==> src/rtl/digit_serial_add3_pkg.sv <==
// Shared definitions for the digit-serial 3-bit adder sequencer.
package digit_serial_add3_pkg;

  // Width of one digit handled by the adder slice per clock.
  localparam int DIGIT_W = 3;

  // Sequencer state encoding.
  typedef enum logic [1:0] {
    ST_IDLE = 2'd0,
    ST_RUN  = 2'd1,
    ST_DONE = 2'd2
  } state_t;

endpackage : digit_serial_add3_pkg

==> src/rtl/digit_serial_add3_slice.sv <==
// Three-bit ripple-carry slice built from full-adder cells.
module add3_slice
  import digit_serial_add3_pkg::*;
(
  input  logic [DIGIT_W-1:0] a,
  input  logic [DIGIT_W-1:0] b,
  input  logic               c_in,
  output logic [DIGIT_W-1:0] s,
  output logic [DIGIT_W-1:0] carry
);

  // Ripple the carry through each full-adder cell, low bit first.
  always_comb begin
    logic c;
    c     = c_in;
    s     = '0;
    carry = '0;
    for (int i = 0; i < DIGIT_W; i++) begin
      s[i]     = a[i] ^ b[i] ^ c;
      carry[i] = (a[i] & b[i]) | (a[i] & c) | (b[i] & c);
      c        = carry[i];
    end
  end

endmodule : add3_slice

==> src/rtl/digit_serial_add3.sv <==
// Digit-serial adder: feeds one 3-bit slice per clock and assembles a
// WIDTH-bit sum with valid/ready handshakes on both sides.
module digit_serial_add3
  import digit_serial_add3_pkg::*;
#(
  parameter int WIDTH = 12
) (
  input  logic             clk,
  input  logic             rst_n,
  input  logic             in_valid,
  output logic             in_ready,
  input  logic [WIDTH-1:0] a,
  input  logic [WIDTH-1:0] b,
  input  logic             c_in,
  output logic             out_valid,
  input  logic             out_ready,
  output logic [WIDTH-1:0] sum,
  output logic             c_out,
  output logic             busy
);

  localparam int DIGITS = WIDTH / DIGIT_W;
  localparam int CNT_W  = (DIGITS > 1) ? $clog2(DIGITS) : 1;
  localparam logic [CNT_W-1:0] CNT_LAST = CNT_W'(DIGITS - 1);

  state_t             state_q, state_d;
  logic [WIDTH-1:0]   a_sh_q, a_sh_d;
  logic [WIDTH-1:0]   b_sh_q, b_sh_d;
  logic [WIDTH-1:0]   sum_sh_q, sum_sh_d;
  logic               cy_q, cy_d;
  logic [CNT_W-1:0]   cnt_q, cnt_d;
  logic               out_valid_q, out_valid_d;
  logic               busy_q, busy_d;
  logic               in_ready_q, in_ready_d;

  logic [DIGIT_W-1:0] slice_s;
  logic [DIGIT_W-1:0] slice_carry;
  logic [DIGIT_W-2:0] carry_unused;
  logic [WIDTH-1:0]   sum_ins;

  add3_slice u_slice (
    .a     (a_sh_q[DIGIT_W-1:0]),
    .b     (b_sh_q[DIGIT_W-1:0]),
    .c_in  (cy_q),
    .s     (slice_s),
    .carry (slice_carry)
  );

  // Only the top carry of the slice travels to the next digit.
  assign carry_unused = slice_carry[DIGIT_W-2:0];

  // New digit enters the sum shifter at the top; a single-digit build has no older bits to keep.
  generate
    if (DIGITS == 1) begin : g_one_digit
      assign sum_ins = slice_s;
    end else begin : g_multi_digit
      assign sum_ins = {slice_s, sum_sh_q[WIDTH-1:DIGIT_W]};
    end
  endgenerate

  // Next-state and datapath update for the IDLE -> RUN -> DONE sequence.
  always_comb begin
    state_d  = state_q;
    a_sh_d   = a_sh_q;
    b_sh_d   = b_sh_q;
    sum_sh_d = sum_sh_q;
    cy_d     = cy_q;
    cnt_d    = cnt_q;
    case (state_q)
      ST_IDLE: begin
        if (in_valid && in_ready_q) begin
          a_sh_d  = a;
          b_sh_d  = b;
          cy_d    = c_in;
          cnt_d   = '0;
          state_d = ST_RUN;
        end
      end
      ST_RUN: begin
        cy_d     = slice_carry[DIGIT_W-1];
        sum_sh_d = sum_ins;
        a_sh_d   = a_sh_q >> DIGIT_W;
        b_sh_d   = b_sh_q >> DIGIT_W;
        cnt_d    = cnt_q + CNT_W'(1);
        if (cnt_q == CNT_LAST) begin
          state_d = ST_DONE;
        end
      end
      ST_DONE: begin
        if (out_ready) begin
          state_d = ST_IDLE;
        end
      end
      default: state_d = ST_IDLE;
    endcase
    out_valid_d = (state_d == ST_DONE);
    busy_d      = (state_d != ST_IDLE);
    in_ready_d  = (state_d == ST_IDLE);
  end

  // State, datapath and registered handshake outputs; reset discards any operation in flight.
  always_ff @(posedge clk or negedge rst_n) begin
    if (!rst_n) begin
      state_q     <= ST_IDLE;
      a_sh_q      <= '0;
      b_sh_q      <= '0;
      sum_sh_q    <= '0;
      cy_q        <= 1'b0;
      cnt_q       <= '0;
      out_valid_q <= 1'b0;
      busy_q      <= 1'b0;
      in_ready_q  <= 1'b1;
    end else begin
      state_q     <= state_d;
      a_sh_q      <= a_sh_d;
      b_sh_q      <= b_sh_d;
      sum_sh_q    <= sum_sh_d;
      cy_q        <= cy_d;
      cnt_q       <= cnt_d;
      out_valid_q <= out_valid_d;
      busy_q      <= busy_d;
      in_ready_q  <= in_ready_d;
    end
  end

  assign in_ready  = in_ready_q;
  assign out_valid = out_valid_q;
  assign busy      = busy_q;
  assign sum       = sum_sh_q;
  assign c_out     = cy_q;

endmodule : digit_serial_add3

==> config.mk <==
export PLATFORM = sky130hd
export DESIGN_NAME = digit_serial_add3
export DESIGN_NICKNAME = d
export VERILOG_FILES = /design/src/rtl/digit_serial_add3_pkg.sv /design/src/rtl/digit_serial_add3_slice.sv /design/src/rtl/digit_serial_add3.sv
export SDC_FILE = /design/constraint.sdc
export NUM_CORES = 1
export LEC_CHECK = 0
export ABC_CLOCK_PERIOD_IN_PS = 2000
export BUFFER_PORTS_ARGS = -buffer_cell sky130_fd_sc_hd__buf_4
export CAP_MARGIN = 10
export CORE_ASPECT_RATIO = 1.1
export CORE_MARGIN = 2
export CORE_UTILIZATION = 50
export CTS_CLUSTER_SIZE = 40
export DETAILED_ROUTE_END_ITERATION = 7
export GPL_TIMING_DRIVEN = 1
export HOLD_SLACK_MARGIN = 0.06
export PLACE_DENSITY = 0.75
export REMOVE_ABC_BUFFERS = 1
export SETUP_SLACK_MARGIN = 0.2
export SYNTH_ARGS = -nofsm -noshare
export SYNTH_HDL_FRONTEND = slang
export SYNTH_SLANG_ARGS = --single-unit
==> constraint.sdc <==
create_clock -name clk -period 2 [get_ports clk]
set_input_delay 0.6 -clock clk [delete_from_list [all_inputs] [get_ports clk]]
set_output_delay 0.6 -clock clk [all_outputs]
set_load 0.01 [all_outputs]
# --- Word level (Yosys, flattened, before mapping) ---
# Index checks and enable logic that the tools add are counted.
totals:
  inputBits: 29
  reg_bits: 44
op_classes:
  addsub: 1
  bitwise_logic: 21
  muxes: 12
  eq_ne: 5
  n_reduce_logical: 6
ops:
  columns: ["cell", "count"]
  rows:
  - ["12-bit case mux with 2 select lines", 2]
  - ["12-bit two-way mux", 2]
  - ["1-bit bitwise AND", 9]
  - ["2-bit two-way mux", 4]
  - ["2-bit equality test, second input constant", 3]
  - ["1-bit bitwise OR", 6]
  - ["2-bit case mux with 3 select lines", 1]
  - ["1-bit bitwise XOR", 6]
  - ["2-bit logical NOT", 2]
  - ["2-bit case mux with 2 select lines", 1]
  - ["2-bit nonzero test", 2]
  - ["2-bit by 1-bit adder with 2-bit output, second input constant", 1]
  - ["2-bit by 1-bit equality test with 1-bit output, second input constant", 1]
  - ["2-bit != test, second input constant", 1]
  - ["1-bit case mux with 2 select lines", 1]
  - ["2-bit AND reduction", 1]
  - ["1-bit logical AND", 1]
  - ["1-bit two-way mux", 1]

# --- Depth between registers and ports, before layout ---
depth:
  word_depth: 10
  ltp_mapped: 9

# --- Hierarchy ---
# A second synthesis with hierarchy kept.
unflattened:
  cells_unflattened: 202
  area_unflattened_um2: 2042.0
by_module_without_submodules:
  columns: ["mod", "n_inst", "area_each_um2", "cells_per_inst"]
  rows:
  - ["digit_serial_add3", 1, 1944.4, 189]
  - ["add3_slice", 1, 97.6, 13]

# --- Least setup slack after synthesis ---
# OpenSTA, ideal clock, no wires.
synth_path:
  path_kind: "register to register"
  startpoint: "register cy_q, in the netlist c_out"
  endpoint: "register cy_q, in the netlist c_out"
  required_ps: 1926
  t_arrival_ps: 1780
  slack_ps: 146
  stages_incl_launch_ff: 10
  setup_ps: 74
  path_cell_list: "dfrtp_1 inv_1 fa_1 inv_1 fa_1 inv_1 fa_1 nor3b_1 a21oi_1 o21ai_2"
synth_via:
  elab_chain_cells: 10
  word_cells_on_any_way: 13
  classes_between: "mux: 1; bitwise: 12"
synth_rtl:
  columns: ["item", "line_no", "rtl"]
  rows:
  - ["start: declaration", "digit_serial_add3.sv:30", "logic cy_q, cy_d;"]
  - ["start signal: assignment", "digit_serial_add3.sv:118", "cy_q <= cy_d;"]
  - ["1-bit bitwise AND", "digit_serial_add3_slice.sv:20", "carry[i] = (a[i] & b[i]) | (a[i] & c) | (b[i] & c);"]
  - ["1-bit bitwise OR", "digit_serial_add3_slice.sv:20", null]
  - ["1-bit bitwise OR *", "digit_serial_add3_slice.sv:20", null]
  - ["1-bit bitwise AND", "digit_serial_add3_slice.sv:20", null]
  - ["1-bit bitwise OR", "digit_serial_add3_slice.sv:20", null]
  - ["1-bit bitwise OR *", "digit_serial_add3_slice.sv:20", null]
  - ["1-bit bitwise AND", "digit_serial_add3_slice.sv:20", null]
  - ["1-bit bitwise OR", "digit_serial_add3_slice.sv:20", null]
  - ["1-bit bitwise OR *", "digit_serial_add3_slice.sv:20", null]
  - ["1-bit case mux with 2 select lines *", "digit_serial_add3.sv:69", "case (state_q)"]
# Every way passes the cells marked *; elsewhere a longest branch is shown, timed or not.
# A chain may end at the register's enable or synchronous reset.

# --- Final worst setup path ---
layout_path:
  startpoint: "register b_sh_q[0]"
  endpoint: "register cy_q, in the netlist c_out"
layout_via:
  elab_chain_cells: 10
  word_cells_on_any_way: 13
  classes_between: "mux: 1; bitwise: 12"
layout_rtl:
  columns: ["item", "line_no", "rtl"]
  rows:
  - ["start: declaration", "digit_serial_add3.sv:28", "logic [WIDTH-1:0] b_sh_q, b_sh_d;"]
  - ["start signal: assignment", "digit_serial_add3.sv:116", "b_sh_q <= b_sh_d;"]
  - ["1-bit bitwise AND", "digit_serial_add3_slice.sv:20", null]
  - ["1-bit bitwise OR", "digit_serial_add3_slice.sv:20", null]
  - ["1-bit bitwise OR *", "digit_serial_add3_slice.sv:20", null]
  - ["1-bit bitwise AND", "digit_serial_add3_slice.sv:20", null]
  - ["1-bit bitwise OR", "digit_serial_add3_slice.sv:20", null]
  - ["1-bit bitwise OR *", "digit_serial_add3_slice.sv:20", null]
  - ["1-bit bitwise AND", "digit_serial_add3_slice.sv:20", null]
  - ["1-bit bitwise OR", "digit_serial_add3_slice.sv:20", null]
  - ["1-bit bitwise OR *", "digit_serial_add3_slice.sv:20", null]
  - ["1-bit case mux with 2 select lines *", "digit_serial_add3.sv:69", null]
# Marks and branches as above.

==> flow_summary.json <==
{
  "synth_xor_area_share_pct": 0,
  "die_w_um": 63.88,
  "antenna_found_initial": 0,
  "maxCapViolCount": 0,
  "p_leak_uw": 0.001199,
  "grt_max_degree": 45,
  "period_share_pct": 88.32,
  "rsz0062_at_grt": "true",
  "row_count": 23,
  "area_delta_synth_final_pct": 22.27,
  "hold_class": "input port to async pin",
  "syn_inst": 179,
  "cts_root_buf": "clkbuf_8",
  "cts_tree": "done",
  "dp.cells": 266,
  "syn_avg_cell_area_sq_um": 11.02,
  "fin_nets": 257,
  "yosys.cell_types.count": 24,
  "multi_input_area_sq_um": 689.4,
  "die_y_um": 69.87,
  "crit_type": "flip-flop to flip-flop",
  "place_hpwl_mm": 2.550,
  "synth_compound_gate_area_share_pct": 21.38,
  "wirelength_mm": 3.569,
  "cts_sinks": 44,
  "die-area_sq_mm": 0.004463,
  "grt_use_total_pct": 17.66,
  "grt_pass1_vias": 1427,
  "ys_seq_area_share_pct": 55.90,
  "path_clk_slew_ns": 0.08,
  "synth_top_family_by_area": "compound AO/OA/AOI/OAI gates",
  "cts_made_buffers": 5,
  "floorplan.initialDensity_pct": 53.12,
  "start_kind": "flip-flop",
  "clk_latency_ns": 0.29,
  "synth_top_area_share_pct": 54.57,
  "final-seq-area_sq_mm": 0.001102,
  "drtPass1Iterations": 4,
  "final_cells": 275,
  "ctsLongestPathBuffers": 2,
  "diodes": 0,
  "wl_per_cell_um": 12.98,
  "grt-ovfl-total": 0,
  "first_iter_violations": 58,
  "tns_ns": 0,
  "final-setup-viol-count": 0,
  "synth_top_area_cell": "dfrtp_1",
  "synth-adder-area-share_pct": 3.680,
  "fillers": 287,
  "clock_skew_ns": 0.003301,
  "drive_gt1_share_pct": 41.33,
  "critPathArrivalTime_ns": 1.99,
  "fin_crit_ns": 1.766,
  "powerDensity_mw_per_mm2": 1764,
  "status": "finished, final reports clean",
  "synth-seq-cells": 44,
  "htree_num_levels": 2,
  "post-route-drc-count": 0,
  "syn_area_sq_mm": 0.001972,
  "power_uw": 4252,
  "boundaryPins": 45,
  "drv_slew": 0,
  "crit_path_end_kind": "flip-flop",
  "hold_viol_final": 0,
  "path_max_fanout": 2,
  "layout_setup_ws_ns": 0.2337,
  "fmax_mhz": 566.1,
  "vias": 1405,
  "yosys.area_share.simple_pct": 9.201,
  "ant_nets": 0,
  "post_dp_cell_area_sq_mm": 0.002300,
  "ir_drop_uv": 949.8,
  "ys_top_cells_by_area": "dfrtp_1, a21oi_2, nand2_1",
  "fin_area_sq_mm": 0.002411,
  "cp_data_required_time_ns": 2.23,
  "worst_pin_slew_ns": 0.8618,
  "gp_congestion": 0.7373,
  "slew_headroom_pct": 42.10,
  "numPortBuffers": 44,
  "hold_buffers": 0,
  "synth_warnings": 0,
  "place_ws_ns": 0.05837,
  "coreArea_sq_mm": 0.003712,
  "grt_pass1_wl_mm": 6.251,
  "via_per_inst": 5.109,
  "yosys-mux-area-fraction_pct": 0
}
## worst paths after layout
path,startpoint,to,slack (ns),cells past startpoint
hold / removal,rst_n,sum[2],0.28,1
min in group clk,cnt_q[0],cnt_q[0],0.48,1
setup reg to reg,b_sh_q[0],c_out,0.23,9
setup / recovery,b_sh_q[0],c_out,0.23,9
max in group asynchronous,rst_n,in_ready,1.35,1
hold reg to reg,cnt_q[0],cnt_q[0],0.48,1
## state kept, by name, indices dropped and copies added, names as in the netlist
| register | count |
|---|---|
| a_sh_q | 12 |
| b_sh_q | 12 |
| busy | 1 |
| c_out | 1 |
| cnt_q | 2 |
| in_ready | 1 |
| out_valid | 1 |
| state_q | 2 |
| sum | 12 |
## power breakdown
part	total [uW]	internal (uW)	switching, uW
Combinational	2080	954	1120
Clock	558	282	277
Sequential	1620	1340	282
Total	4250	2570	1680
## layout by cell type, fill, tap and decap left out, types with 3 or more instances in the layout
cell type  instances
clkbuf_8           6
o21ai_0            3
nand2_1           34
a21oi_2           21
dfrtp_1           43
inv_1             17
nor2_1             3
inv_2              4
o22ai_1           18
buf_4             49
a22o_2             7
## through the flow
step / util (%) / hold slack [ns]
floorplan: - / 0.3044
global placement: 61.95 / 0.4583
detailed placement: 61.95 / 0.4721
CTS: 64.95 / 0.2992
global route: 64.95 / 0.3279
finish: 64.95 / 0.2827
## final cells by class
| cell class | instances | share of cell area, % |
|---|---|---|
| sequential | 44 | 45.72 |
| multi-input combinational | 102 | 28.59 |
| clock buffer | 8 | 3.736 |
| timing repair buffer | 50 | 16.09 |
| inverter | 21 | 3.269 |
| tap | 50 | 2.595 |
## kinds of logic (layout without fill, tap and decap cells)
logic type | Yosys count | after routing
AOI/OAI and AO/OA | 55 | 55
buffers and inverters | 33 | 79
and+or+nand+nor | 43 | 43
DFF | 44 | 44
adders and majority gates | 4 | 4
## cells in the mapped netlist
library cell and instances:
nand4bb_1 1, o21ai_2 1, a21oi_1 3, nor2b_1 1, o22ai_1 18, nor2_1 3
ha_1 1, inv_1 21, nor3_1 1, or2_1 1, buf_2 6, buf_6 4
dfstp_2 1, nor3b_1 1, a22o_2 7, nand2b_1 1, nand2_1 34, a21o_1 1
buf_12 2, a22o_1 2, fa_1 3, dfrtp_1 43, o21ai_0 3, a21oi_2 20
## critical path: stages (launching register included)
cell     delay [ns]
dfrtp_1        0.34
inv_2          0.05
fa_2           0.37
inv_2          0.06
fa_1           0.14
inv_1          0.05
fa_2           0.33
nor3b_2        0.19
a21oi_2        0.05
o21ai_2        0.12
## metal layers
metal	share of wire, %	GRT usage [%]	up-vias
met5	0	0	-
met4	0.90	4.348	0
met3	5.9	5.636	4
met2	51	29.98	38
met1	42	21.67	676
li1	-	-	687
## what timing repair did
action                                  CTS  global route
resized for setup                         7             1
buffers inserted                          1             0
endpoints found under the setup margin    2             2
cloned                                    0             0
pin swaps                                 3             2
No activity file was read; power rests on OpenSTA's default activity.
